===== src/rtl/arc4_ctrl.sv =====
`default_nettype none
// ============================================================================
// Module      : arc4_ctrl
// Description : Top-level sequencer for the ARC4 decryption datapath.
//               A single accepted start request runs the init, ksa and prga
//               engines in that order, each through its own en/rdy
//               handshake. The controller owns the single-port S memory and
//               routes the write/address port to whichever engine is
//               currently active. The key is latched on acceptance so the
//               engines see a stable value for the whole run.
//
// Ports       :
//   clk                     system clock, rising-edge active
//   rst_n                   asynchronous active-low reset
//   en / rdy                start request / idle-and-ready
//   key / key_q             key input / key latched on acceptance
//   init_en, ksa_en,
//   prga_en                 one-cycle start pulses to the engines
//   init_rdy, ksa_rdy,
//   prga_rdy                engine ready inputs
//   <eng>_addr, <eng>_wrdata,
//   <eng>_wren              per-engine S-port requests
//   s_addr, s_wrdata, s_wren
//                           S memory port (driven by the owning engine)
//   err                     sticky: a non-owner engine asserted wren
//
// Revision    : 1.0 - initial release
// ============================================================================
module arc4_ctrl #(
    parameter int KEYLEN = 3
) (
    input  logic                  clk,
    input  logic                  rst_n,

    input  logic                  en,
    output logic                  rdy,
    input  logic [8*KEYLEN-1:0]   key,
    output logic [8*KEYLEN-1:0]   key_q,

    output logic                  init_en,
    output logic                  ksa_en,
    output logic                  prga_en,
    input  logic                  init_rdy,
    input  logic                  ksa_rdy,
    input  logic                  prga_rdy,

    input  logic [7:0]            init_addr,
    input  logic [7:0]            init_wrdata,
    input  logic                  init_wren,
    input  logic [7:0]            ksa_addr,
    input  logic [7:0]            ksa_wrdata,
    input  logic                  ksa_wren,
    input  logic [7:0]            prga_addr,
    input  logic [7:0]            prga_wrdata,
    input  logic                  prga_wren,

    output logic [7:0]            s_addr,
    output logic [7:0]            s_wrdata,
    output logic                  s_wren,
    output logic                  err
);

    // ------------------------------------------------------------------------
    // State encoding
    // ------------------------------------------------------------------------
    localparam logic [2:0] c_IDLE       = 3'd0;
    localparam logic [2:0] c_START_INIT = 3'd1;
    localparam logic [2:0] c_WAIT_INIT  = 3'd2;
    localparam logic [2:0] c_START_KSA  = 3'd3;
    localparam logic [2:0] c_WAIT_KSA   = 3'd4;
    localparam logic [2:0] c_START_PRGA = 3'd5;
    localparam logic [2:0] c_WAIT_PRGA  = 3'd6;

    logic [2:0]             r_state;
    logic [2:0]             w_state_nxt;
    logic                   r_seen_busy;
    logic                   w_seen_busy_nxt;
    logic [8*KEYLEN-1:0]    r_key_q;
    logic                   r_err;

    logic                   w_accept;
    logic                   w_own_init;
    logic                   w_own_ksa;
    logic                   w_own_prga;
    logic                   w_nonowner_wren;

    // ------------------------------------------------------------------------
    // Ownership decode: an engine owns the S port from the first cycle of its
    // START state until the edge that leaves its WAIT state.
    // ------------------------------------------------------------------------
    assign w_accept   = (r_state == c_IDLE) && en;
    assign w_own_init = (r_state == c_START_INIT) || (r_state == c_WAIT_INIT);
    assign w_own_ksa  = (r_state == c_START_KSA)  || (r_state == c_WAIT_KSA);
    assign w_own_prga = (r_state == c_START_PRGA) || (r_state == c_WAIT_PRGA);

    // In IDLE nobody owns the port, so any write request there is flagged.
    assign w_nonowner_wren = (init_wren && !w_own_init) ||
                             (ksa_wren  && !w_own_ksa)  ||
                             (prga_wren && !w_own_prga);

    // ------------------------------------------------------------------------
    // Next-state logic
    //
    // seen_busy is forced low in every non-WAIT state, which clears it on
    // entry to WAIT. Inside WAIT it latches any cycle with the engine's rdy
    // low, so an engine whose rdy drops a cycle or two late cannot be
    // mistaken for one that has already finished.
    // ------------------------------------------------------------------------
    always_comb begin
        w_state_nxt     = r_state;
        w_seen_busy_nxt = 1'b0;
        case (r_state)
            c_IDLE: begin
                if (en) begin
                    w_state_nxt = c_START_INIT;
                end
            end
            c_START_INIT: begin
                if (init_rdy) begin
                    w_state_nxt = c_WAIT_INIT;
                end
            end
            c_WAIT_INIT: begin
                w_seen_busy_nxt = r_seen_busy | ~init_rdy;
                if (init_rdy && r_seen_busy) begin
                    w_state_nxt = c_START_KSA;
                end
            end
            c_START_KSA: begin
                if (ksa_rdy) begin
                    w_state_nxt = c_WAIT_KSA;
                end
            end
            c_WAIT_KSA: begin
                w_seen_busy_nxt = r_seen_busy | ~ksa_rdy;
                if (ksa_rdy && r_seen_busy) begin
                    w_state_nxt = c_START_PRGA;
                end
            end
            c_START_PRGA: begin
                if (prga_rdy) begin
                    w_state_nxt = c_WAIT_PRGA;
                end
            end
            c_WAIT_PRGA: begin
                w_seen_busy_nxt = r_seen_busy | ~prga_rdy;
                if (prga_rdy && r_seen_busy) begin
                    w_state_nxt = c_IDLE;
                end
            end
            default: begin
                // Unused encoding: recover to IDLE.
                w_state_nxt = c_IDLE;
            end
        endcase
    end

    // ------------------------------------------------------------------------
    // State registers
    // ------------------------------------------------------------------------
    always_ff @(posedge clk or negedge rst_n) begin
        if (!rst_n) begin
            r_state     <= c_IDLE;
            r_seen_busy <= 1'b0;
        end else begin
            r_state     <= w_state_nxt;
            r_seen_busy <= w_seen_busy_nxt;
        end
    end

    // Key is captured only on the accepting edge; later key changes are
    // invisible to the engines until the next accepted start.
    always_ff @(posedge clk or negedge rst_n) begin
        if (!rst_n) begin
            r_key_q <= '0;
        end else if (w_accept) begin
            r_key_q <= key;
        end
    end

    // Sticky error: a new run starts clean; a stray write from a non-owner
    // engine on any later edge sets it until the next accepted start.
    always_ff @(posedge clk or negedge rst_n) begin
        if (!rst_n) begin
            r_err <= 1'b0;
        end else if (w_accept) begin
            r_err <= 1'b0;
        end else if (w_nonowner_wren) begin
            r_err <= 1'b1;
        end
    end

    // ------------------------------------------------------------------------
    // Outputs
    //
    // Start pulses are decoded from the START state and the engine's rdy, so
    // each is high for exactly the single cycle spent in START with the
    // engine ready, and an asynchronous reset drops them immediately.
    // ------------------------------------------------------------------------
    assign rdy     = (r_state == c_IDLE);
    assign init_en = (r_state == c_START_INIT) && init_rdy;
    assign ksa_en  = (r_state == c_START_KSA)  && ksa_rdy;
    assign prga_en = (r_state == c_START_PRGA) && prga_rdy;
    assign key_q   = r_key_q;
    assign err     = r_err;

    // S-port mux: only the owning engine reaches the memory.
    always_comb begin
        s_addr   = 8'h00;
        s_wrdata = 8'h00;
        s_wren   = 1'b0;
        if (w_own_init) begin
            s_addr   = init_addr;
            s_wrdata = init_wrdata;
            s_wren   = init_wren;
        end else if (w_own_ksa) begin
            s_addr   = ksa_addr;
            s_wrdata = ksa_wrdata;
            s_wren   = ksa_wren;
        end else if (w_own_prga) begin
            s_addr   = prga_addr;
            s_wrdata = prga_wrdata;
            s_wren   = prga_wren;
        end
    end

endmodule
`default_nettype wire


===== config.mk =====
export PLATFORM = sky130hd
export DESIGN_NAME = arc4_ctrl
export DESIGN_NICKNAME = d
export VERILOG_FILES = /design/src/rtl/arc4_ctrl.sv
export SDC_FILE = /design/constraint.sdc
export NUM_CORES = 1
export LEC_CHECK = 0
export CAP_MARGIN = 5
export CORE_MARGIN = 5
export CORE_UTILIZATION = 35
export DETAILED_ROUTE_END_ITERATION = 8
export PLACE_DENSITY = 0.89
export SKIP_LAST_GASP = 1
export SYNTH_ARGS = -nofsm -noshare
export SYNTH_HDL_FRONTEND = slang
export SYNTH_SLANG_ARGS = --single-unit

===== constraint.sdc =====
create_clock -name clk -period 1.7 [get_ports clk]
set_input_delay 0.34 -clock clk [delete_from_list [all_inputs] [get_ports clk]]
set_output_delay 0.34 -clock clk [all_outputs]
set_load 0.1 [all_outputs]

==> results of run 1 <==
area by class of cell:
class                   instances  area (µm²)
inverters                       2        7.51
clock buffers                   7        96.3
flip-flops and latches         29         728
fillers                       239         716
repair buffers                158        2110
well taps                      70        87.6
clock inverters                 1        5.00
multi-input cells             117        1260
critical path: cells and delay by family, from the launching register on:
kind / cells / cell delay, ns
flops: 1 / 0.47
xor+xnor: 1 / 0.31
compound gates: 1 / 0.07
buf+inv: 3 / 0.52
routing by layer:
metal | vias to the layer above | global-route usage | routed length [µm]
met1 | 964 | 0.267 | 3110
met2 | 139 | 0.458 | 4220
met3 | 17 | 0.0909 | 928
li1 | 870 | - | -
met5 | - | 0 | 0
met4 | 0 | 0.111 | 294
repair_timing:
item / in CTS / in global routing
resized for setup: 19 / 14
setup buffers: 12 / 3
gates cloned: 1 / 1
pin swaps: 21 / 4
setup endpoints to repair: 30 / 40
flip-flops by register name, indices dropped and copies added (netlist names):
register / cells
key_q: 24
err: 1
r_state: 3
r_seen_busy: 1
metrics by stage:
| stage | setup TNS [ns] | instance area [µm²] |
|---|---|---|
| global placement | -0.177 | 3940 |
| detailed placement | -0.639 | 3940 |
| global route | -11.23 | 4290 |
| floorplan | -18.14 | 2000 |
| CTS | -4.99 | 4190 |
| finish | -8.81 | 4290 |
cell families (layout without fill, tap and decap cells):
logic type                after synthesis  in the layout
AOI/OAI and AO/OA                      31             31
xor gates and xnor gates                1              1
buffers and inverters                  12            168
DFF                                    29             29
muxes                                  44             44
and+or+nand+nor                        41             41
how the worst min path moves through the flow:
stage,endpoint,start,slack (ns)
6_report,key_q[18]$_DFFE_PN0P_,rst_n,0.46
5_1_grt,key_q[13]$_DFFE_PN0P_,rst_n,0.49
4_1_cts,key_q[20]$_DFFE_PN0P_,rst_n,0.47
3_5_place_dp,key_q[1]$_DFFE_PN0P_,key_q[1]$_DFFE_PN0P_,0.57
3_3_place_gp,key_q[0]$_DFFE_PN0P_,key_q[0]$_DFFE_PN0P_,0.55
2_1_floorplan,err$_DFFE_PN0P_,rst_n,0.04
cells in the final DEF, fill, tap and decap left out, drive strengths merged:
cell type / synthesis / routed
nand2: 23 / 23
o22ai: 1 / 1
dfrtp: 29 / 29
clkbuf: 1 / 8
nor2: 6 / 6
clkinv: 0 / 1
clkdlybuf4s50: 0 / 80
mux2i: 19 / 19
nor3b: 3 / 3
o31ai: 1 / 1
xnor2: 1 / 1
a211oi: 1 / 1
o311ai: 1 / 1
nand3b: 1 / 1
o2111ai: 1 / 1
nand2b: 4 / 4
inv: 2 / 2
a21oi: 5 / 5
mux2: 25 / 25
o21ai: 19 / 19
and2: 1 / 1
buf: 9 / 77
a21boi: 1 / 1
nor3: 3 / 3
o32ai: 1 / 1
==> key figures, run 1 <==
Drt
  – DR vias/cell: 5.18
  – Via count: 1990
  – DR pass1 iterations: 4
  – Drt wl/cell: 22.3 µm
  – Total wire length: 8550 µm
  – First DRT Iteration DRCs: 128
  – Remaining DRCs: 0
  – Routed Antenna Nets: 0

Die
  – DIE AREA: 6600 µm²
  – Num rows: 26
  – Die W: 81.3 µm
  – Initial Utilization: 0.355
  – Core area: 5010 µm²
  – Boundary pin count: 127
  – Chip height: 81.3 µm

Logic synthesis
  – Biggest area consumer among synthesized cells: dfrtp_1
  – Count leader, synth: dfrtp_1
  – Syn_nets: 239
  – Most common flop cell mapped by yosys: dfrtp_1
  – Yosys top cell area share: 0.408
  – Post-synth EDFFs: 0
  – Synth top cells by count: dfrtp_1, nand2_1, mux2_4, mux2i_1, o21ai_1
  – Post-synthesis mux area share: 0.308
  – Seq/Total Area, Yosys: 0.408
  – Synth area leaders: dfrtp_1, mux2_4, mux2i_1, nand2_1, mux2_2
  – Mapped Cells: 158
  – Synth Area in Compound Gates: 0.113
  – Synth Area in XOR/XNOR: 0.00915
  – Simple-Gate Fraction of Synth Area: 0.113
  – Yosys warns: 0
  – Syn_area_per_cell: 11.2 µm²
  – Share of flip-flops with an asynchronous set or reset: 1.00
  – Synth cell types: 31
  – Synthesized area: 1780 µm²
  – Adder-Cell Fraction of Synth Area: 0
  – Yosys reg bits: 29
  – Largest family of logic cells by synthesized area: multiplexers

Placed design
  – DP Cell Count: 366
  – Number of I/O port buffers: 126
  – Post-DP HPWL: 5690 µm
  – RD Place Congestion: 0.805
  – DP Worst Slack: -0.155 ns

Global route
  – Vias in the first global route: 2156
  – Largest net degree at the start of global routing: 30
  – Total GRT Usage: 0.255
  – First-pass GRT wire length: 12100 µm
  – GRT overflow: 0
  – Initial antenna violation count: 0

Cells and area
  – Ant. Diodes: 0
  – Area grow syn2layout: 142%
  – Final design utilization: 0.857
  – Layout cells sized above 1: 0.484
  – Finished Layout Cells: 384
  – Final nets: 394

Worst setup path
  – CP Data Arrival Time: 1.68 ns
  – Most frequent CP cell: buf_12
  – R2R cell count: 7
  – Critical path capture point type: primary output
  – Largest stage delay on the critical path: 0.47 ns
  – Crit Reg-Reg Startpoint: r_state[0]$_DFFE_PN0P_
  – Crit path from: r_state[0]$_DFFE_PN0P_
  – Cell Chain, Critical Path: buf_6 > xnor2_4 > buf_12 > o21ai_4 > buf_12
  – Req. time, crit path: 1.36 ns
  – Slowest cell on the critical path: dfrtp_2
  – Reg2reg end: r_state[0]$_DFFE_PN0P_
  – Worst Path Max Fanout: 7
  – Reg2Reg Setup Slack: -0.16 ns
  – Worst Path Class, Setup: flop to primary output
  – Critical Path Source Type: flop
  – CP endpoint: s_wrdata[3]

Timing
  – Fin crit share: 1.19
  – Fmax: 0.496 GHz
  – Rel. slew slack: 0.739
  – RSZ-0062 raised after global routing: yes
  – Hold Slack: 0.457 ns
  – Tightest Pin Transition: 0.391 ns
  – Final setup vio count: 47
  – Final Critical Period: 2.02 ns
  – Slew Limit Fails: 0
  – Final hold vios: 0
  – Worst setup margin: -0.318 ns
  – Final Skew: 0.00447 ns

CTS
  – Root buf cell: clkbuf_8
  – Insertion delay to the later sink of the worst-skew pair: 0.29 ns
  – H-Tree Depth: 2
  – Hold_buf cts: 0
  – CTS Buf Count: 5
  – Clock sink count: 29
  – CTS clk-pin slew, worst paths: 0.07 ns
  – Longest Clk Path Bufs: 2
  – CTS tree: built

Outcome
  – Status: finished with violations
  – Failing checks: negative setup slack

Worst hold path
  – Type of the tightest min-delay check: input port to asynchronous set/reset pin

Run
  – Max Cap Violations: 0
Power of run 1 is not shown: default switching activity piles up to over one toggle a cycle in this logic, so the estimate is an artifact.
==> inputs of run 2 (changes only) <==
Settings changed: CORE_UTILIZATION 35 to 50, DONT_BUFFER_PORTS set to 1, PLACE_DENSITY 0.89 to 0.73.
==> run 2 against run 1 <==
- the run now fails in global routing
- synthesized cell count is the same
- area after synthesis is the same
==> key figures, run 2 <==
Logic synthesis
  – Yosys warns: 0
  – Seq/Total Area, Yosys: 0.408
  – Post-synth EDFFs: 0
  – Synth top cells by count: dfrtp_1, nand2_1, mux2_4, mux2i_1, o21ai_1
  – Synth cell types: 31
  – Count leader, synth: dfrtp_1
  – Syn_area_per_cell: 11.2 µm²
  – Most common flop cell mapped by yosys: dfrtp_1
  – Synthesized area: 1780 µm²
  – Synth area leaders: dfrtp_1, mux2_4, mux2i_1, nand2_1, mux2_2
  – Share of flip-flops with an asynchronous set or reset: 1.00
  – Yosys top cell area share: 0.408
  – Syn_nets: 239
  – Biggest area consumer among synthesized cells: dfrtp_1
  – Yosys reg bits: 29
  – Mapped Cells: 158

Die
  – Initial Utilization: 0.524
  – Boundary pin count: 127
  – Num rows: 21
  – Die W: 69.6 µm
  – Chip height: 69.6 µm

Placed design
  – RD Place Congestion: 0.878
  – DP Cell Count: 254
  – Number of I/O port buffers: 0
  – Post-DP HPWL: 4390 µm

CTS
  – H-Tree Depth: 2
  – CTS Buf Count: 5
  – Root buf cell: clkbuf_4
  – Longest Clk Path Bufs: 2
  – Clock sink count: 29

Outcome
  – Error message: [ERROR DPL-0033] detailed placement checks failed during check placement.
  – Status: aborted with a tool error
  – Fail Step: global routing

Global route
  – Largest net degree at the start of global routing: 30
  – Initial antenna violation count: 1
-- run 2: what timing repair did --
action                                  CTS
hold buffers                              2
endpoints found under the setup margin   22
endpoints found under the hold margin    29
cloned                                    1
gates resized for setup                  21
buffers inserted                         10
pin swaps                                21
-- run 2: logic make-up after synthesis --
logic type	synth area share
AOI/OAI and AO/OA	0.113
xor gates and xnor gates	0.00916
buffers and inverters	0.0493
DFF	0.408
muxes	0.308
and+or+nand+nor	0.113
-- run 2: per-stage QoR --
step	hold WS [ns]	worst slack, ns	cell area [µm²]
after floorplan	0.0444	-0.519	2000
after detailed placement	0.0452	-0.0233	2720
after CTS	0.137	-0.323	3060
after global placement	0.0452	-0.00789	2720
==> inputs of run 3 (changes only) <==
Settings changed: CORE_UTILIZATION 50 to 35, PLACE_DENSITY 0.73 to unset, PLACE_DENSITY_LB_ADDON set to 0.15.
==> run 3 against run 2 <==
- the flow now finishes, with violations (negative setup slack)
==> key figures, run 3 (synthesized netlist as in run 1, its figures left out) <==
Die
  – Core area: 5010 µm²
  – Num rows: 26
  – Chip height: 81.3 µm
  – Initial Utilization: 0.355
  – DIE AREA: 6600 µm²
  – Boundary pin count: 127
  – Die W: 81.3 µm

Worst setup path
  – Req. time, crit path: 1.36 ns
  – Crit path max-delay family: buffers and inverters
  – Worst Path Class, Setup: flop to primary output
  – Cell Chain, Critical Path: buf_12 > xnor2_4 > buf_12 > o21ai_2 > buf_12
  – CP endpoint: s_wrdata[0]
  – Worst Path Max Fanout: 12
  – Reg2Reg Setup Slack: -0.04 ns
  – Slowest cell on the critical path: dfrtp_2
  – Crit path from: r_state[0]$_DFFE_PN0P_
  – Worst Path Buf+Inv: 3
  – R2R cell count: 5
  – Critical Path Stages: 5
  – Reg2reg end: key_q[3]$_DFFE_PN0P_
  – Most frequent CP cell: buf_12
  – Critical Path Source Type: flop
  – Critical path capture point type: primary output
  – CP Data Arrival Time: 1.59 ns
  – Largest stage delay on the critical path: 0.44 ns
  – Crit Reg-Reg Startpoint: r_state[2]$_DFFE_PN0P_

Timing
  – Final Skew: 0.00890 ns
  – Final setup vio count: 31
  – Fin crit share: 1.14
  – Tightest Pin Transition: 0.316 ns
  – Slew Limit Fails: 0
  – Worst setup margin: -0.232 ns
  – Rel. slew slack: 0.784
  – Fmax: 0.518 GHz
  – Final hold vios: 0
  – RSZ-0062 raised after global routing: yes
  – Final Critical Period: 1.93 ns

Placed design
  – RD Place Congestion: 0.778
  – Number of I/O port buffers: 0
  – DP Worst Slack: 0.0516 ns
  – Post-DP HPWL: 4230 µm

Cells and area
  – Area grow syn2layout: 68.2%
  – Commonest non-fill, non-tap cell in the layout: buf_4
  – Max FFs per register: 24
  – Ant. Diodes: 0
  – Layout cells sized above 1: 0.592
  – Final nets: 303
  – Most frequent cells in the layout: buf_4, dfrtp_1, buf_12

Drt
  – Drt wl/cell: 18.5 µm
  – DR pass1 iterations: 5
  – DR vias/cell: 5.18
  – Total wire length: 5430 µm
  – Remaining DRCs: 0
  – Via count: 1517
  – First DRT Iteration DRCs: 40
  – Routed Antenna Nets: 0

Global route
  – Total GRT Usage: 0.159
  – Vias in the first global route: 1598
  – Largest net degree at the start of global routing: 30
  – GRT overflow: 0
  – First-pass GRT wire length: 8050 µm
  – Initial antenna violation count: 0

CTS
  – Insertion delay to the later sink of the worst-skew pair: 0.27 ns
  – Longest Clk Path Bufs: 2
  – CTS tree: built
  – Clock sink count: 29
  – Root buf cell: clkbuf_8
  – CTS clk-pin slew, worst paths: 0.07 ns
  – H-Tree Depth: 2
  – CTS Buf Count: 5

Run
  – Max Cap Violations: 0

Worst hold path
  – Type of the tightest min-delay check: input port to flop

Outcome
  – Failing checks: negative setup slack
  – Status: finished with violations
## run 3: per-layer routing
layer,global-route usage,part of all wire,wire (µm)
met4,0.0490,0.014,77
met5,0,0,0
met3,0.0565,0.11,580
met2,0.295,0.52,2820
met1,0.166,0.36,1950
## run 3: metrics by stage
stage,setup TNS (ns),utilization,hold WS [ns],cell area (µm²),instances
finish,-4.01,0.596,0.213,2990,293
global route,-6.15,0.596,0.194,2990,293
CTS,-4.17,0.576,0.205,2890,290
detailed placement,0,0.549,0.0453,2750,278
global placement,0,0.549,0.0452,2750,278
floorplan,-18.14,-,0.0444,2000,158
## run 3: how the worst min path moves through the flow
| stage | startpoint | endpoint | slack, ns | cells after the start |
|---|---|---|---|---|
| 5_1_grt | key[7] | key_q[7]$_DFFE_PN0P_ | 0.19 | 1 |
| 6_report | key[17] | key_q[17]$_DFFE_PN0P_ | 0.21 | 1 |
| 4_1_cts | key[17] | key_q[17]$_DFFE_PN0P_ | 0.21 | 1 |
| 3_3_place_gp | rst_n | key_q[16]$_DFFE_PN0P_ | 0.05 | 0 |
| 3_5_place_dp | rst_n | key_q[20]$_DFFE_PN0P_ | 0.05 | 0 |
| 2_1_floorplan | rst_n | err$_DFFE_PN0P_ | 0.04 | 0 |
## run 3: area by class of cell
| class | instances | area [µm²] |
|---|---|---|
| tap | 70 | 87.6 |
| sequential | 29 | 728 |
| fill | 426 | 2020 |
| timing repair buffer | 67 | 893 |
| clock inverter | 2 | 10.0 |
| multi-input combinational | 117 | 1190 |
| clock buffer | 6 | 72.6 |
| inverter | 2 | 7.51 |
## run 3: what timing repair did
action / in CTS / in global routing
endpoints found under the hold margin: 29 / 0
setup buffers: 2 / 1
hold buffers: 2 / 0
cloned: 0 / 2
endpoints found under the setup margin: 20 / 46
resized for setup: 2 / 13
pin swaps: 0 / 2
Power of run 3 is left out for the same reason.
